[config.mk]
export PLATFORM = sky130hd
export DESIGN_NAME = axis_1553_encoder
export DESIGN_NICKNAME = d
export VERILOG_FILES = /design/src/rtl/pkg_1553.sv /design/src/rtl/util_1553_half_bit_tick.sv /design/src/rtl/axis_1553_encoder.sv
export SDC_FILE = /design/constraint.sdc
export NUM_CORES = 1
export LEC_CHECK = 0
export BUFFER_PORTS_ARGS = -buffer_cell sky130_fd_sc_hd__buf_4
export CAP_MARGIN = 20
export CORE_UTILIZATION = 57
export CTS_CLUSTER_SIZE = 40
export DETAILED_ROUTE_END_ITERATION = 16
export HOLD_SLACK_MARGIN = 0.15
export PLACE_DENSITY_LB_ADDON = 0.3
export SYNTH_ARGS = -nofsm -noshare
export SYNTH_HDL_FRONTEND = slang
export SYNTH_SLANG_ARGS = --single-unit
[constraint.sdc]
create_clock -name aclk -period 3.26 [get_ports aclk]
set_clock_uncertainty 0.1 [all_clocks]
set_input_delay 0.326 -clock aclk [delete_from_list [all_inputs] [get_ports aclk]]
set_output_delay 0.326 -clock aclk [all_outputs]
set_load 0.01 [all_outputs]
[src/rtl/pkg_1553.sv]
// Shared MIL-STD-1553 framing constants and FSM encoding for the encoder/decoder pair.
package pkg_1553;

  typedef enum logic [2:0] {IDLE, SYNC, DATA, PARITY, GAP} state_e;

  localparam int SYNC_HALF_BITS   = 6;
  localparam int DATA_HALF_BITS   = 32;
  localparam int PARITY_HALF_BITS = 2;

  // diff[0] level per sync half-bit, leftmost half-bit first
  localparam logic [5:0] SYNC_CMD  = 6'b111000;
  localparam logic [5:0] SYNC_DATA = 6'b000111;

  function automatic logic [1:0] to_diff(input logic lvl);
    return {~lvl, lvl};
  endfunction

endpackage

[src/rtl/util_1553_half_bit_tick.sv]
// Half-bit timebase: one-cycle tick every H cycles, plus a pre-tick one cycle earlier.
module util_1553_half_bit_tick #(
  parameter int H = 50
) (
  input  logic aclk,
  input  logic arst,
  input  logic restart,
  output logic tick,
  output logic tick_pre
);

  localparam int CW = $clog2(H);

  logic [CW-1:0] cnt;

  always_ff @(posedge aclk or posedge arst) begin
    if (arst)                cnt <= '0;
    else if (restart || tick) cnt <= '0;
    else                     cnt <= cnt + 1'b1;
  end

  assign tick     = (cnt == CW'(H - 1));
  assign tick_pre = (cnt == CW'(H - 2));

endmodule

[src/rtl/axis_1553_encoder.sv]
// AXI-Stream to MIL-STD-1553 Manchester II word encoder with configurable inter-word gap.
module axis_1553_encoder
  import pkg_1553::*;
#(
  parameter int         CLOCK_SPEED = 100000000,
  parameter int         BIT_RATE    = 1000000,
  parameter int         GAP_BITS    = 4,
  parameter logic [1:0] IDLE_DIFF   = 2'b11
) (
  input  logic        aclk,
  input  logic        arst,
  input  logic [15:0] s_axis_tdata,
  input  logic [7:0]  s_axis_tuser,
  input  logic        s_axis_tvalid,
  output logic        s_axis_tready,
  output logic [1:0]  diff,
  output logic        busy,
  output logic        word_done
);

  localparam int H  = CLOCK_SPEED / (2 * BIT_RATE);
  localparam int GW = (GAP_BITS == 0) ? 1 : $clog2(2 * GAP_BITS + 1);
  localparam logic [GW-1:0] GAP_LAST = GW'((GAP_BITS == 0) ? 0 : 2 * GAP_BITS - 1);

  state_e        state;
  logic [4:0]    hb;
  logic [4:0]    hb_nx;
  logic [GW-1:0] gap_cnt;
  logic [15:0]   data_q;
  logic [5:0]    sync_q;
  logic          par_q;
  logic          tick, tick_pre, hs;
  logic          unused_tuser;

  assign hs           = s_axis_tvalid & s_axis_tready;
  assign hb_nx        = hb + 5'd1;
  assign unused_tuser = ^s_axis_tuser[7:2];

  util_1553_half_bit_tick #(.H(H)) u_tick (
    .aclk     (aclk),
    .arst     (arst),
    .restart  (hs),
    .tick     (tick),
    .tick_pre (tick_pre)
  );

  // diff is registered one half-bit ahead: each tick loads the level of the next half-bit
  always_ff @(posedge aclk or posedge arst) begin
    if (arst) begin
      state         <= IDLE;
      hb            <= '0;
      gap_cnt       <= '0;
      data_q        <= '0;
      sync_q        <= '0;
      par_q         <= 1'b0;
      diff          <= IDLE_DIFF;
      s_axis_tready <= 1'b0;
      busy          <= 1'b0;
      word_done     <= 1'b0;
    end else begin
      word_done <= 1'b0;
      case (state)
        IDLE: begin
          diff <= IDLE_DIFF;
          if (hs) begin
            data_q        <= s_axis_tdata;
            sync_q        <= s_axis_tuser[0] ? SYNC_CMD : SYNC_DATA;
            par_q         <= ~^s_axis_tdata ^ s_axis_tuser[1];
            diff          <= to_diff(s_axis_tuser[0] ? SYNC_CMD[5] : SYNC_DATA[5]);
            hb            <= '0;
            s_axis_tready <= 1'b0;
            busy          <= 1'b1;
            state         <= SYNC;
          end else begin
            s_axis_tready <= 1'b1;
          end
        end
        SYNC: if (tick) begin
          if (hb == 5'(SYNC_HALF_BITS - 1)) begin
            hb    <= '0;
            diff  <= to_diff(data_q[15]);
            state <= DATA;
          end else begin
            hb   <= hb_nx;
            diff <= to_diff(sync_q[3'd4 - hb[2:0]]);
          end
        end
        DATA: if (tick) begin
          if (hb == 5'(DATA_HALF_BITS - 1)) begin
            hb    <= '0;
            diff  <= to_diff(par_q);
            state <= PARITY;
          end else begin
            hb   <= hb_nx;
            diff <= to_diff(data_q[~hb_nx[4:1]] ^ hb_nx[0]);
          end
        end
        PARITY: begin
          if (tick_pre && hb[0]) word_done <= 1'b1;
          if (tick) begin
            if (hb == 5'(PARITY_HALF_BITS - 1)) begin
              hb   <= '0;
              diff <= IDLE_DIFF;
              if (GAP_BITS == 0) begin
                s_axis_tready <= 1'b1;
                busy          <= 1'b0;
                state         <= IDLE;
              end else begin
                gap_cnt <= '0;
                state   <= GAP;
              end
            end else begin
              hb   <= hb_nx;
              diff <= to_diff(~par_q);
            end
          end
        end
        GAP: begin
          diff <= IDLE_DIFF;
          if (tick) begin
            if (gap_cnt == GAP_LAST) begin
              s_axis_tready <= 1'b1;
              busy          <= 1'b0;
              state         <= IDLE;
            end else begin
              gap_cnt <= gap_cnt + 1'b1;
            end
          end
        end
        default: state <= IDLE;
      endcase
    end
  end

endmodule

==> impl_metrics.tcl <==
set metrics [dict create \
    layout_common_cells "dfrtp_1, buf_4, nand2_1, mux2_2, nor2_1" \
    crit_required_ps 3390 \
    fmax_mhz 355.3 \
    drtAntennaViolNets 0 \
    outcome "finished clean" \
    rsz0062_at_grt "no" \
    yosys.area.top_type_share_pct 40.67 \
    antenna_found_initial 0 \
    cts_tree "built" \
    synth_area_sq_um 2461 \
    dp_hpwl_um 3403 \
    place_inst 300 \
    endpoint_kind "flop" \
    synth.avg_cell_area_sq_um 10.61 \
    synth_nets 267 \
    cts_buffer_depth 2 \
    clkTransAtPathRegs_ps 80 \
    vias_per_cell 5.797 \
    fin_nets 295 \
    fp.dieH_um 67.71 \
    synth_cell_types 46 \
    worst_slack_ps 445.7 \
    instances_no_fill 311 \
    grt_usage_pct 24.47 \
    async_flop_share_pct 100.0 \
    firstDrtPassIters 4 \
    clk_latency_ps 300 \
    max_slew_margin_pct 61.54 \
    period_share_pct 86.33 \
    ys.flop_type "dfrtp_1" \
    clockRootBuffer "clkbuf_8" \
    path_class "reg2reg" \
    dieArea_sq_um 4585 \
    cts-buffers-inserted 5 \
    grt-ovfl-total 0 \
    coreArea_sq_um 4086 \
    portBuffers 25 \
    report.final.slew_viol_count 0 \
    syn-instance-count 232 \
    worstMarginPinSlew_ps 576.9 \
    die_w_um 67.71 \
    route.detailed.drc 0 \
    ir_drop_v 0.0004275 \
    synth_area_leaders "dfrtp_1, mux2_2, xnor2_1, ha_1, nand2_1" \
    antenna_cells 0 \
    yosys_register_bits 42 \
    cts_sinks 42 \
    initial_core_util_pct 60.23 \
    hold_path.class "in2reg" \
    cp_max_fo 8 \
    pin_count 32 \
    drt_iter0_drc 127 \
    yosysTopAreaCell "dfrtp_1" \
    place_congestion 0.7878 \
    whs_ps 172.7 \
    finalSetupViolCount 0 \
    cts_htree_levels 2 \
    grt_pass1_vias 1757 \
    ys_warn_count 0 \
    arrival_ps 2950 \
    grt_max_degree 43 \
    crit_path_start_kind "flop" \
    dp_worst_setup_slack_ps 447.4 \
    p_per_area_nw_per_um2 709.5 \
    vias 1803 \
    final_common_cell "dfrtp_1" \
    wl_um 4763 \
    max_cap_viol_count 0 \
    row_count 23 \
    postCtsSetupBuffers 0 \
    leakage_nw 1.233 \
    finalHoldViolations 0 \
    setup-tns-final_ps 0 \
    fin_crit_ps 2814 \
    yosysSeqAreaShare_pct 42.81 \
    drive_above_1_share_pct 24.90 \
    grt_pass1_wl_um 8135 \
    synth_edf_count 0 \
    wire_per_inst_um 15.32 \
    area_growth_pct 15.25 \
]
==> state kept, by name, indices dropped and copies added, names as in the netlist <==
name and flops:
busy 1, s_axis_tready 1, par_q 1, state 3
diff 2, data_q 16, u_tick.cnt 6, sync_q 2
gap_cnt 4, hb 5, word_done 1
==> final timing paths <==
kind                       cells past startpoint  slack, ps            start             to
hold reg to reg                                1        410        data_q[4]      data_q[4]
hold / removal                                 2        170  s_axis_tdata[8]      data_q[8]
setup / recovery                               8        450            hb[0]        diff[0]
max in group asynchronous                      4       2080             arst        diff[0]
setup reg to reg                               8        450            hb[0]        diff[0]
min in group asynchronous                      4        610             arst  s_axis_tready
==> routing by layer <==
| metal | global-route usage, % | vias up | part of all wire, % |
|---|---|---|---|
| li1 | - | 894 | - |
| met2 | 39.23 | 34 | 49 |
| met3 | 5.743 | 6 | 3.3 |
| met1 | 32.10 | 869 | 47 |
| met4 | 8.777 | 0 | 1.2 |
| met5 | 0 | - | 0 |
==> stage by stage <==
step	util [%]	instance area (sq um)	power, mW
global placement	65.98	2696	1.595
global route	69.41	2836	2.157
detailed placement	65.98	2696	1.630
finish	69.41	2836	2.012
floorplan	-	2461	1.426
CTS	69.41	2836	2.034
==> what timing repair did <==
action	4_1_cts	5_1_grt
hold buffers	3	0
setup endpoints to repair	0	0
hold endpoints to repair	42	0
gates resized for setup	0	0
==> logic make-up (layout without fill, tap and decap cells) <==
group                      Yosys count  count (layout)  synth area share [%]
and+or+nand+nor                     74              74                 15.05
DFF                                 42              42                 42.81
AOI/OAI and AO/OA                   41              41                 12.46
muxes                               27              27                 14.84
xor gates and xnor gates            23              23                 8.185
buffers and inverters               17              46                 2.593
adders and majority gates            8               8                 4.067
==> worst max-delay path, cell delays in order (launching register included) <==
cell and delay [ps]:
dfrtp_1 480, ha_1 280, xnor2_1 150, buf_4 170, mux4_1 550, mux4_2 500
nand3b_1 120, o311ai_2 130, a41o_1 270
==> report_power, final <==
group	internal [mW]	switching [mW]	total, mW
logic	0.448	0.331	0.779
clock network	0.214	0.177	0.391
registers	0.693	0.150	0.843
total	1.35	0.658	2.01
==> synthesized netlist by cell type (2+ instances only) <==
cell and count:
o221ai_1 2, dfrtp_1 40, xnor2_1 17, ha_1 8
a21oi_1 12, mux2i_1 2, xor2_1 6, o21ai_0 5
clkbuf_1 10, nand2b_1 2, nand3_1 10, nor2b_1 4
o22ai_1 3, mux4_1 2, nand3b_1 2, nor3b_1 2
mux4_2 3, and2_1 4, o31ai_1 2, a22o_1 2
nand2_1 20, dfstp_2 2, inv_1 7, o2bb2ai_1 2
and3_1 2, a31oi_1 3, nor2_1 18, mux2_2 20
nor3_1 3
==> area by class of cell <==
type	instances	area, sq um
flip-flops and latches	42	1054
clock buffers	8	110.1
repair buffers	31	240.2
inverters	7	26.28
multi-input cells	173	1344
fillers	314	1250
well taps	50	62.56
Power figures use the tool's default switching activity.
